$ cat config.mk
export PLATFORM = sky130hd
export DESIGN_NAME = ifu_fetch
export DESIGN_NICKNAME = d
export VERILOG_FILES = /design/src/rtl/ifu_fetch_pkg.sv /design/src/rtl/ifu_fetch.sv
export SDC_FILE = /design/constraint.sdc
export NUM_CORES = 1
export LEC_CHECK = 0
export ABC_AREA = 0
export BUFFER_PORTS_ARGS = -buffer_cell sky130_fd_sc_hd__buf_2
export CORE_MARGIN = 4
export CORE_UTILIZATION = 45
export DETAILED_ROUTE_END_ITERATION = 7
export PLACE_DENSITY = 0.83
export SYNTH_ARGS = -nofsm -noshare
export SYNTH_HDL_FRONTEND = slang
export SYNTH_SLANG_ARGS = --single-unit
$ cat constraint.sdc
create_clock -name i_clk -period 3.7 [get_ports i_clk]
set_input_delay 1.11 -clock i_clk [delete_from_list [all_inputs] [get_ports i_clk]]
set_output_delay 1.11 -clock i_clk [all_outputs]
set_load 0.005 [all_outputs]
$ cat src/rtl/ifu_fetch_pkg.sv
// Shared widths, reset vector and FSM encoding for the instruction fetch unit.
package ifu_fetch_pkg;

  localparam int unsigned CPU_WIDTH = 32;
  localparam int unsigned INS_WIDTH = 32;

  localparam logic [CPU_WIDTH-1:0] RST_PC_DEFAULT = 32'h8000_0000;
  localparam logic [CPU_WIDTH-1:0] PC_STEP        = 32'd4;

  typedef enum logic [1:0] {
    StReq  = 2'b00,
    StWait = 2'b01,
    StHold = 2'b10
  } fetch_state_e;

  function automatic logic [CPU_WIDTH-1:0] align_word(input logic [CPU_WIDTH-1:0] addr);
    return {addr[CPU_WIDTH-1:2], 2'b00};
  endfunction

endpackage

$ cat src/rtl/ifu_fetch.sv
// Single-outstanding instruction fetch: request, wait for response, hold for decoder.
// Redirects retarget the pc; a response already in flight is drained and discarded.
module ifu_fetch
  import ifu_fetch_pkg::*;
#(
  parameter logic [CPU_WIDTH-1:0] RST_PC = RST_PC_DEFAULT
) (
  input  logic                 i_clk,
  input  logic                 i_rst,
  output logic                 o_imem_req,
  output logic [CPU_WIDTH-1:0] o_imem_addr,
  input  logic                 i_imem_gnt,
  input  logic                 i_imem_rvalid,
  input  logic [INS_WIDTH-1:0] i_imem_rdata,
  output logic [INS_WIDTH-1:0] o_instr,
  output logic [CPU_WIDTH-1:0] o_pc,
  output logic                 o_post_valid,
  input  logic                 i_post_ready,
  input  logic                 i_redirect,
  input  logic [CPU_WIDTH-1:0] i_redirect_pc
);

  fetch_state_e         r_state;
  fetch_state_e         w_state_nxt;
  logic [CPU_WIDTH-1:0] r_pc;
  logic [CPU_WIDTH-1:0] w_pc_nxt;
  logic                 r_kill;
  logic                 w_kill_nxt;
  logic                 w_capture;
  logic [INS_WIDTH-1:0] r_instr;
  logic [CPU_WIDTH-1:0] r_pc_out;

  // State register
  always_ff @(posedge i_clk or posedge i_rst) begin
    if (i_rst) begin
      r_state <= StReq;
    end else begin
      r_state <= w_state_nxt;
    end
  end

  // Next-state logic; a response is routed back to REQ when it belongs to a dead path
  always_comb begin
    w_state_nxt = r_state;
    unique case (r_state)
      StReq: begin
        if (i_imem_gnt) w_state_nxt = StWait;
      end
      StWait: begin
        if (i_imem_rvalid) w_state_nxt = (r_kill || i_redirect) ? StReq : StHold;
      end
      StHold: begin
        if (i_redirect || i_post_ready) w_state_nxt = StReq;
      end
      default: w_state_nxt = StReq;
    endcase
  end

  // Outputs
  always_comb begin
    o_imem_req   = (r_state == StReq);
    o_imem_addr  = r_pc;
    o_post_valid = (r_state == StHold) && !i_redirect;
    o_instr      = r_instr;
    o_pc         = r_pc_out;
  end

  // Datapath next-state: pc, kill flag and capture strobe
  always_comb begin
    w_pc_nxt   = r_pc;
    w_kill_nxt = r_kill;
    w_capture  = 1'b0;
    unique case (r_state)
      StReq: begin
        if (i_redirect) begin
          w_pc_nxt = align_word(i_redirect_pc);
          // The granted request fetches the old pc, so its response must be dropped
          if (i_imem_gnt) w_kill_nxt = 1'b1;
        end
      end
      StWait: begin
        if (i_imem_rvalid) begin
          w_kill_nxt = 1'b0;
          w_capture  = !r_kill && !i_redirect;
        end
        if (i_redirect) begin
          w_pc_nxt = align_word(i_redirect_pc);
          if (!i_imem_rvalid) w_kill_nxt = 1'b1;
        end
      end
      StHold: begin
        if (i_redirect) begin
          w_pc_nxt = align_word(i_redirect_pc);
        end else if (i_post_ready) begin
          w_pc_nxt = r_pc + PC_STEP;
        end
      end
      default: begin
        w_pc_nxt   = r_pc;
        w_kill_nxt = 1'b0;
      end
    endcase
  end

  always_ff @(posedge i_clk or posedge i_rst) begin
    if (i_rst) begin
      r_pc     <= RST_PC;
      r_kill   <= 1'b0;
      r_instr  <= '0;
      r_pc_out <= '0;
    end else begin
      r_pc   <= w_pc_nxt;
      r_kill <= w_kill_nxt;
      if (w_capture) begin
        r_instr  <= i_imem_rdata;
        r_pc_out <= r_pc;
      end
    end
  end

`ifndef SYNTHESIS
  always_ff @(posedge i_clk) begin
    if (!i_rst && i_redirect && (i_redirect_pc[1:0] != 2'b00)) begin
      $display("ifu_fetch: warning: misaligned redirect target %h, using %h",
               i_redirect_pc, align_word(i_redirect_pc));
    end
  end
`endif

endmodule
### Yosys cells after proc, flatten, opt, wreduce, memory -nomap -nowiden

Cells that the tools add are included.

| word-level totals | value |
|---|---|
| register bits | 99 |
| input bits | 70 |
| output and inout port bits | 98 |
| logic and storage cells | 44 |

| cells by class | value |
|---|---|
| $add $sub $neg | 1 |
| equal/unequal tests | 8 |
| mux-type cells | 17 |
| bitwise logic cells | 1 |
| reduce and logical (&&, ||, !) cells | 12 |

Operator list:

| cell | number |
|---|---|
| two-way mux 32 bit | 3 |
| case mux 32 bit (2 select lines) | 1 |
| adder 32 x 3 -> 32 bit (second input constant) | 1 |
| AND reduction 3 bit | 3 |
| two-way mux 2 bit | 4 |
| two-way mux 1 bit | 7 |
| != test 2 x 1 -> 1 bit (second input constant) | 3 |
| case mux 2 bit (3 select lines) | 1 |
| != test 2 bit (second input constant) | 2 |
| != test 3 bit (second input constant) | 1 |
| case mux 1 bit (3 select lines) | 1 |
| == test 2 x 1 -> 1 bit (second input constant) | 1 |
| == test 2 bit (second input constant) | 1 |
| logical AND 1 bit | 2 |
| logical NOT 1 bit | 2 |
| logical NOT 2 bit | 1 |
| logical OR 1 bit | 2 |
| nonzero test 2 bit | 1 |
| OR reduction 2 bit | 1 |
| NOT 1 bit | 1 |

### Longest topological paths before layout

Gate-level depths: netlist of run 1.

| logic depth | value |
|---|---|
| depth after elaboration | 4 |
| mapped depth | 9 |
| gate-level depth less buffers | 5 |

### Worst setup path after synthesis of run 1

Ideal clock, no wire load.

| path | value |
|---|---|
| kind | input port to output port |
| from | input port i_redirect |
| to | output port o_post_valid |
| arrival time | 1933 ps |
| data required time | 2590 ps |
| path slack | 657 ps |
| stages on the path | 5 |
| buffers on the path | 3 |
| path through | or3b_1 buf_6 clkinv_2 buf_6 buf_2 |

| between the ends | value |
|---|---|
| longest elaborated chain between the ends | 2 |

RTL lines:

| item | RTL line | text |
|---|---|---|
| from (decl) | ifu_fetch.sv:19 | `input logic i_redirect,` |
| logical NOT 1 bit | ifu_fetch.sv:63 | `o_post_valid = (r_state == StHold) && !i_redirect;` |
| logical AND 1 bit | ifu_fetch.sv:63 |  |
| to (decl) | ifu_fetch.sv:17 | `output logic o_post_valid,` |

Every way passes these cells.

### Worst setup path after layout of run 1

Same ends and word-level chain as after synthesis.

==> results of run 1 <==
## cell type report
type | count | area (um2)
tap | 133 | 166
multi-input combinational | 285 | 2040
timing repair buffer | 170 | 886
fill | 880 | 4260
inverter | 6 | 26.3
clock inverter | 5 | 38.8
sequential | 95 | 2380
clock buffer | 11 | 151
## flip-flops by register name, summed over array words and instances, names as in the netlist
name,flops
r_state,2
o_pc,30
o_imem_addr,30
o_instr,32
r_kill,1
## layer usage
layer | part of all wire | GRT usage
met5 | 0 | 0
met4 | 0.026 | 0.0997
met3 | 0.072 | 0.0317
met2 | 0.50 | 0.346
met1 | 0.40 | 0.269
## power by group
part           internal (mW)  switching, mW  total (mW)
sequential              1.43          0.254        1.68
combinational          0.600          0.447        1.05
clock                  0.286          0.376       0.662
## worst paths after layout
check | cells past startpoint | slack [ns] | to
min | 2 | 0.50 | o_pc[17]
max | 4 | 0.76 | o_post_valid
max reg2reg | 5 | 1.25 | o_imem_addr[25]
min reg2reg | 2 | 0.50 | o_pc[17]
max in group asynchronous | 3 | 2.03 | o_imem_addr[12]
min in group asynchronous | 2 | 0.93 | o_instr[19]
## worst max-delay path, delay by kind of cell
family	cells	cell delay (ns)
buffers and inverters	3	0.33
and+or+nand+nor	1	0.39
## stage by stage
stage	cell area [um2]	hold slack, ns	power, mW
finish	5690	0.497	3.39
global route	5690	0.521	3.62
CTS	5690	0.495	3.43
detailed placement	5500	0.475	2.77
global placement	5500	0.464	2.70
floorplan	4680	0.473	2.20
## cell usage after synthesis (2+ instances only)
cell	number	area (um2)
sky130_fd_sc_hd__and2_1	4	25.0
sky130_fd_sc_hd__and3_1	9	56.3
sky130_fd_sc_hd__o22ai_1	4	25.0
sky130_fd_sc_hd__buf_2	11	55.1
sky130_fd_sc_hd__nor3_1	12	60.1
sky130_fd_sc_hd__buf_6	6	67.6
sky130_fd_sc_hd__a41o_1	2	20.0
sky130_fd_sc_hd__o31ai_1	3	22.5
sky130_fd_sc_hd__a32oi_1	2	17.5
sky130_fd_sc_hd__nand4_1	10	62.6
sky130_fd_sc_hd__nor4b_1	5	43.8
sky130_fd_sc_hd__mux2_2	60	676
sky130_fd_sc_hd__or3_1	3	18.8
sky130_fd_sc_hd__nor4_1	15	93.8
sky130_fd_sc_hd__nand2_1	19	71.3
sky130_fd_sc_hd__nand2b_1	2	12.5
sky130_fd_sc_hd__dfrtp_1	94	2350
sky130_fd_sc_hd__o311a_1	3	30.0
sky130_fd_sc_hd__o32ai_1	4	35.0
sky130_fd_sc_hd__inv_1	5	18.8
sky130_fd_sc_hd__a31oi_1	4	25.0
sky130_fd_sc_hd__and4_1	4	35.0
sky130_fd_sc_hd__nor2_1	27	101
sky130_fd_sc_hd__o211ai_1	2	15.0
sky130_fd_sc_hd__o31a_1	3	26.3
sky130_fd_sc_hd__clkbuf_1	10	37.5
sky130_fd_sc_hd__a2bb2oi_1	3	26.3
sky130_fd_sc_hd__o22a_1	3	26.3
sky130_fd_sc_hd__a21oi_1	20	100
sky130_fd_sc_hd__nand3_1	18	90.1
sky130_fd_sc_hd__a211oi_1	3	22.5
sky130_fd_sc_hd__buf_4	8	60.1
sky130_fd_sc_hd__o21ai_0	14	70.1
## logic make-up (layout without fill, tap and decap cells)
kind of cell	Yosys count	after routing	synth area share
flip-flops	95	95	0.510
adder cells (fa/ha/maj)	1	1	0.00268
buffers and inverters	43	192	0.0542
AND/OR/NAND/NOR	139	139	0.167
other	1	4	0.000804
multiplexers	61	61	0.147
AO/OA/AOI/OAI	80	80	0.118
==> impl_metrics.xml, run 1 <==
<?xml version="1.0" encoding="UTF-8"?>
<metrics>
  <group name="status">
    <metric name="run_status" unit="">finished, final reports clean</metric>
  </group>
  <group name="floorplanning">
    <metric name="die_h" unit="um">110</metric>
    <metric name="die-width" unit="um">110</metric>
    <metric name="fp-row-count" unit="">36</metric>
    <metric name="fp.coreArea" unit="mm2">0.00995</metric>
    <metric name="initial_utilization" unit="">0.469</metric>
    <metric name="ios" unit="">168</metric>
    <metric name="die_area" unit="mm2">0.0121</metric>
  </group>
  <group name="timing">
    <metric name="min_cycle_time_layout" unit="ns">2.94</metric>
    <metric name="timing.final.max_slew_violations" unit="">0</metric>
    <metric name="final.setup.tns" unit="ns">0</metric>
    <metric name="layout_setup_ws" unit="ns">0.764</metric>
    <metric name="max_freq" unit="MHz">341</metric>
    <metric name="worstMarginPinSlew" unit="ns">0.941</metric>
    <metric name="timing.slew.headroom" unit="">0.373</metric>
    <metric name="hold_viol" unit="">0</metric>
    <metric name="timing.final.setup_violations" unit="">0</metric>
    <metric name="clock_skew" unit="ns">0.0148</metric>
    <metric name="rsz_0062_raised_after_global_routing" unit="">no</metric>
    <metric name="final.period_utilization" unit="">0.793</metric>
  </group>
  <group name="yosys">
    <metric name="register_area_share_after_synthesis" unit="">0.510</metric>
    <metric name="synth_edf_count" unit="">0</metric>
    <metric name="synth_cell_types" unit="">61</metric>
    <metric name="ys_seq_elements" unit="">95</metric>
    <metric name="post_synth.cell_area_avg" unit="um2">11.1</metric>
    <metric name="syn_area" unit="mm2">0.00466</metric>
    <metric name="synthCells" unit="">420</metric>
    <metric name="yosys_most_used_dff" unit="">sky130_fd_sc_hd__dfrtp_1</metric>
    <metric name="ys_warn_count" unit="">0</metric>
    <metric name="ys_async_sr_fraction" unit="">1.00</metric>
  </group>
  <group name="finish">
    <metric name="drive_above_1_share" unit="">0.442</metric>
    <metric name="finish.utilization" unit="">0.572</metric>
    <metric name="number_of_nets_in_the_finished_design" unit="">638</metric>
    <metric name="antenna_cells" unit="">0</metric>
    <metric name="layout.cells.most_common" unit="">sky130_fd_sc_hd__buf_2</metric>
    <metric name="final_cell_mix" unit="">sky130_fd_sc_hd__buf_2 (161), sky130_fd_sc_hd__dfrtp_1 (94), sky130_fd_sc_hd__mux2_2 (60)</metric>
    <metric name="post_layout_nonfiller_instances" unit="">705</metric>
    <metric name="area_delta_synth_final" unit="%">22.0</metric>
  </group>
  <group name="power_and_ir_drop">
    <metric name="power_density" unit="mW/mm2">596</metric>
    <metric name="peakVddDrop" unit="uV">242</metric>
    <metric name="static_power_due_to_leakage" unit="nW">2.61</metric>
  </group>
  <group name="clock_network">
    <metric name="path_clk_slew" unit="ns">0.10</metric>
    <metric name="clock_latency" unit="ns">0.37</metric>
    <metric name="ctsHtreeMaxLevel" unit="">3</metric>
    <metric name="cts_sinks" unit="">95</metric>
    <metric name="cts_buffers" unit="">9</metric>
    <metric name="cts_repair_resize_count" unit="">0</metric>
    <metric name="cts.root.buffer_cell" unit="">sky130_fd_sc_hd__clkbuf_8</metric>
    <metric name="cts_buffer_depth" unit="">2</metric>
    <metric name="cts_hold_buf" unit="">0</metric>
    <metric name="cts_tree" unit="">yes</metric>
    <metric name="cts_setup_buffers" unit="">0</metric>
  </group>
  <group name="run">
    <metric name="max_cap_violations" unit="">0</metric>
  </group>
  <group name="global_route">
    <metric name="grt_antenna_before_repair" unit="">0</metric>
    <metric name="via_count_of_the_first_global_routing_pass" unit="">3949</metric>
    <metric name="global_route.overflow_total" unit="">0</metric>
    <metric name="grt_use_total" unit="">0.209</metric>
    <metric name="grt_pass1_wl" unit="mm">19.7</metric>
    <metric name="grt_max_degree" unit="">78</metric>
  </group>
  <group name="placement">
    <metric name="routabilityCongestion" unit="">0.866</metric>
    <metric name="place_hpwl" unit="mm">9.18</metric>
    <metric name="post-place-ws" unit="ns">0.593</metric>
    <metric name="place.port_buffers" unit="">161</metric>
    <metric name="post-place-cells" unit="">689</metric>
  </group>
  <group name="worst_setup_path">
    <metric name="arrival" unit="ns">1.83</metric>
    <metric name="path_class" unit="">input port to primary output</metric>
    <metric name="startpoint_type_of_the_worst_setup_path" unit="">input port</metric>
    <metric name="worstSetupStartpoint" unit="">i_redirect</metric>
    <metric name="cpMaxStageDelayCell" unit="">sky130_fd_sc_hd__or3b_1</metric>
    <metric name="worstPathCellList" unit="">buf_2, or3b_1, clkinv_2, buf_2</metric>
    <metric name="regToRegStartpoint" unit="">r_state[0]</metric>
    <metric name="timing.critical_path.fanout_max" unit="">5</metric>
    <metric name="crit_top_cell" unit="">sky130_fd_sc_hd__buf_2</metric>
    <metric name="timing.critical_path.to_type" unit="">primary output</metric>
    <metric name="critPathRequiredTime" unit="ns">2.59</metric>
    <metric name="timing.critical_path.slowest_cell_delay" unit="ns">0.39</metric>
  </group>
  <group name="detailed_routing">
    <metric name="vias" unit="">4068</metric>
    <metric name="detailedRoute.firstPassIterationCount" unit="">5</metric>
    <metric name="drcViolationCount" unit="">0</metric>
    <metric name="drt_wl_total" unit="mm">12.6</metric>
    <metric name="routed_len_inst" unit="um">17.9</metric>
    <metric name="drtIter0Drc" unit="">280</metric>
    <metric name="route.detailed.vias_per_inst" unit="">5.77</metric>
    <metric name="post_route_antenna_net_violation_count" unit="">0</metric>
  </group>
  <group name="hold_path">
    <metric name="min-delay-start" unit="">o_pc[17]</metric>
    <metric name="min-delay-path-class" unit="">flop to flop</metric>
  </group>
</metrics>
Power figures use the tool's default switching activity.
==> run 2, diff against run 1 <==
==> constraint.sdc (replaced) <==
create_clock -name i_clk -period 2.5 [get_ports i_clk]
set_input_delay 0.75 -clock i_clk [delete_from_list [all_inputs] [get_ports i_clk]]
set_output_delay 0.75 -clock i_clk [all_outputs]
set_load 0.005 [all_outputs]
==> run 2 against run 1 <==
Effect of this change: sequential share of layout area down 0.79 points; largest power group unchanged; via count up 1.6%; critical path type unchanged; final cell count up 1.4%; sequential power up 48%; utilization up 1.1 points; worst hold slack worse by 0.050 ns; clock power up 54%.
==> impl_metrics.xml, run 2 (synthesis results as in run 1) <==
<?xml version="1.0" encoding="UTF-8"?>
<metrics>
  <group name="clock_network">
    <metric name="cts_buffers" unit="">9</metric>
    <metric name="clock_latency" unit="ns">0.36</metric>
    <metric name="cts_repair_resize_count" unit="">0</metric>
    <metric name="path_clk_slew" unit="ns">0.10</metric>
    <metric name="cts_hold_buf" unit="">0</metric>
    <metric name="cts_setup_buffers" unit="">0</metric>
    <metric name="cts_tree" unit="">yes</metric>
    <metric name="cts_buffer_depth" unit="">2</metric>
    <metric name="ctsHtreeMaxLevel" unit="">3</metric>
    <metric name="cts_sinks" unit="">95</metric>
    <metric name="cts.root.buffer_cell" unit="">sky130_fd_sc_hd__clkbuf_8</metric>
  </group>
  <group name="detailed_routing">
    <metric name="detailedRoute.firstPassIterationCount" unit="">5</metric>
    <metric name="drt_wl_total" unit="mm">12.6</metric>
    <metric name="drtIter0Drc" unit="">318</metric>
    <metric name="routed_len_inst" unit="um">17.7</metric>
    <metric name="drcViolationCount" unit="">0</metric>
    <metric name="post_route_antenna_net_violation_count" unit="">0</metric>
    <metric name="vias" unit="">4134</metric>
    <metric name="route.detailed.vias_per_inst" unit="">5.78</metric>
  </group>
  <group name="run">
    <metric name="max_cap_violations" unit="">0</metric>
  </group>
  <group name="timing">
    <metric name="worstMarginPinSlew" unit="ns">0.642</metric>
    <metric name="timing.final.setup_violations" unit="">0</metric>
    <metric name="clock_skew" unit="ns">0.0170</metric>
    <metric name="timing.final.max_slew_violations" unit="">0</metric>
    <metric name="min_cycle_time_layout" unit="ns">2.28</metric>
    <metric name="final.setup.tns" unit="ns">0</metric>
    <metric name="max_freq" unit="MHz">438</metric>
    <metric name="hold_viol" unit="">0</metric>
    <metric name="timing.slew.headroom" unit="">0.572</metric>
    <metric name="final.period_utilization" unit="">0.914</metric>
    <metric name="rsz_0062_raised_after_global_routing" unit="">no</metric>
  </group>
  <group name="floorplanning">
    <metric name="die-width" unit="um">110</metric>
    <metric name="die_h" unit="um">110</metric>
    <metric name="initial_utilization" unit="">0.469</metric>
    <metric name="ios" unit="">168</metric>
    <metric name="fp.coreArea" unit="mm2">0.00995</metric>
    <metric name="die_area" unit="mm2">0.0121</metric>
    <metric name="fp-row-count" unit="">36</metric>
  </group>
  <group name="global_route">
    <metric name="via_count_of_the_first_global_routing_pass" unit="">4042</metric>
    <metric name="grt_antenna_before_repair" unit="">1</metric>
    <metric name="grt_max_degree" unit="">44</metric>
    <metric name="grt_pass1_wl" unit="mm">20.2</metric>
    <metric name="grt_use_total" unit="">0.215</metric>
    <metric name="global_route.overflow_total" unit="">0</metric>
  </group>
  <group name="worst_setup_path">
    <metric name="arrival" unit="ns">1.53</metric>
    <metric name="startpoint_type_of_the_worst_setup_path" unit="">input port</metric>
    <metric name="timing.critical_path.slowest_cell_delay" unit="ns">0.44</metric>
    <metric name="critPathRequiredTime" unit="ns">1.75</metric>
    <metric name="path_class" unit="">input port to primary output</metric>
    <metric name="timing.critical_path.fanout_max" unit="">5</metric>
    <metric name="cpMaxStageDelayCell" unit="">sky130_fd_sc_hd__or3b_1</metric>
    <metric name="crit_top_cell" unit="">sky130_fd_sc_hd__buf_2</metric>
    <metric name="timing.critical_path.to_type" unit="">primary output</metric>
    <metric name="worst-r2r-setup-slack" unit="ns">0.36</metric>
    <metric name="reg2regPathDepth" unit="">5</metric>
    <metric name="worstPathCellList" unit="">buf_2, or3b_1, clkinv_2, buf_2</metric>
  </group>
  <group name="finish">
    <metric name="area_delta_synth_final" unit="%">24.4</metric>
    <metric name="layout.cells.most_common" unit="">sky130_fd_sc_hd__buf_2</metric>
    <metric name="final_cell_mix" unit="">sky130_fd_sc_hd__buf_2 (161), sky130_fd_sc_hd__dfrtp_1 (94), sky130_fd_sc_hd__mux2_2 (60)</metric>
    <metric name="multiInputGateArea" unit="mm2">0.00204</metric>
    <metric name="fill_cells" unit="">863</metric>
    <metric name="flip_flop_and_latch_area" unit="mm2">0.00238</metric>
    <metric name="number_of_nets_in_the_finished_design" unit="">648</metric>
    <metric name="drive_above_1_share" unit="">0.451</metric>
    <metric name="max_ffs_per_register" unit="">32</metric>
  </group>
  <group name="power_and_ir_drop">
    <metric name="peakVddDrop" unit="uV">405</metric>
    <metric name="switchingPower" unit="mW">1.56</metric>
    <metric name="clock_power_share" unit="">0.201</metric>
    <metric name="internal_power" unit="mW">3.53</metric>
    <metric name="comb_power_share" unit="">0.312</metric>
    <metric name="share_seq_of_total_power" unit="">0.487</metric>
    <metric name="static_power_due_to_leakage" unit="nW">2.67</metric>
    <metric name="power_density" unit="mW/mm2">877</metric>
    <metric name="power" unit="mW">5.09</metric>
    <metric name="switching_share" unit="">0.306</metric>
  </group>
  <group name="placement">
    <metric name="routabilityCongestion" unit="">0.881</metric>
    <metric name="place_hpwl" unit="mm">9.34</metric>
    <metric name="place.port_buffers" unit="">161</metric>
  </group>
  <group name="hold_path">
    <metric name="min-delay-path-class" unit="">input port to async pin</metric>
  </group>
  <group name="status">
    <metric name="run_status" unit="">finished, final reports clean</metric>
  </group>
</metrics>
run 2: cell types whose count changed in the layout (fill, tap and decap cells not counted):
cell / delta
sky130_fd_sc_hd__buf_12: +2
sky130_fd_sc_hd__diode_2: +1
sky130_fd_sc_hd__buf_4: +8
sky130_fd_sc_hd__clkinv_2: +2
sky130_fd_sc_hd__inv_4: -1
sky130_fd_sc_hd__bufinv_16: +1
sky130_fd_sc_hd__clkinv_4: -1
sky130_fd_sc_hd__inv_6: -2
run 2: area by class of cell:
class | count | share of cell area
clock buffers | 11 | 0.0261
repair buffers | 180 | 0.170
clock inverters | 4 | 0.00776
multi-input cells | 285 | 0.352
inverters | 6 | 0.00474
flip-flops and latches | 95 | 0.410
diodes | 1 | 0.000431
well taps | 133 | 0.0287
run 2: power by group through the flow:
stage	registers, mW	logic [mW]	clock network [mW]
after global placement	2.45	1.56	0
final	2.48	1.58	1.02
after CTS	2.48	1.62	1.05
after global routing	2.56	1.76	1.12
after detailed placement	2.51	1.61	0
after floorplan	2.52	0.737	0
run 2: metal layers:
| layer | global-route usage | part of all wire | up-vias |
|---|---|---|---|
| met4 | 0.102 | 0.033 | 0 |
| met2 | 0.346 | 0.49 | 191 |
| met5 | 0 | 0 | - |
| li1 | - | - | 1880 |
| met1 | 0.275 | 0.40 | 2037 |
| met3 | 0.0482 | 0.076 | 26 |
run 2: final timing paths:
check,start,end
min in group i_clk,o_pc[17],o_pc[17]
max in group asynchronous,i_rst,o_imem_addr[26]
max reg2reg,o_imem_addr[2],o_imem_addr[30]
min,i_rst,o_imem_addr[16]
min reg2reg,o_pc[17],o_pc[17]
max,i_redirect,o_post_valid
run 2: per-stage QoR:
stage	std cells	util	setup slack, ns	hold WS (ns)	instance area, um2
floorplan	423	-	0.177	0.473	4680
global placement	699	0.563	0.204	0.464	5600
detailed placement	699	0.563	0.183	0.467	5600
CTS	714	0.583	0.204	0.457	5800
global route	715	0.583	0.155	0.484	5800
finish	715	0.583	0.216	0.447	5800
run 2: critical path: cells and delay by family:
| kind | cells | cell delay [ns] |
|---|---|---|
| buf+inv | 3 | 0.35 |
| simple gates | 1 | 0.44 |
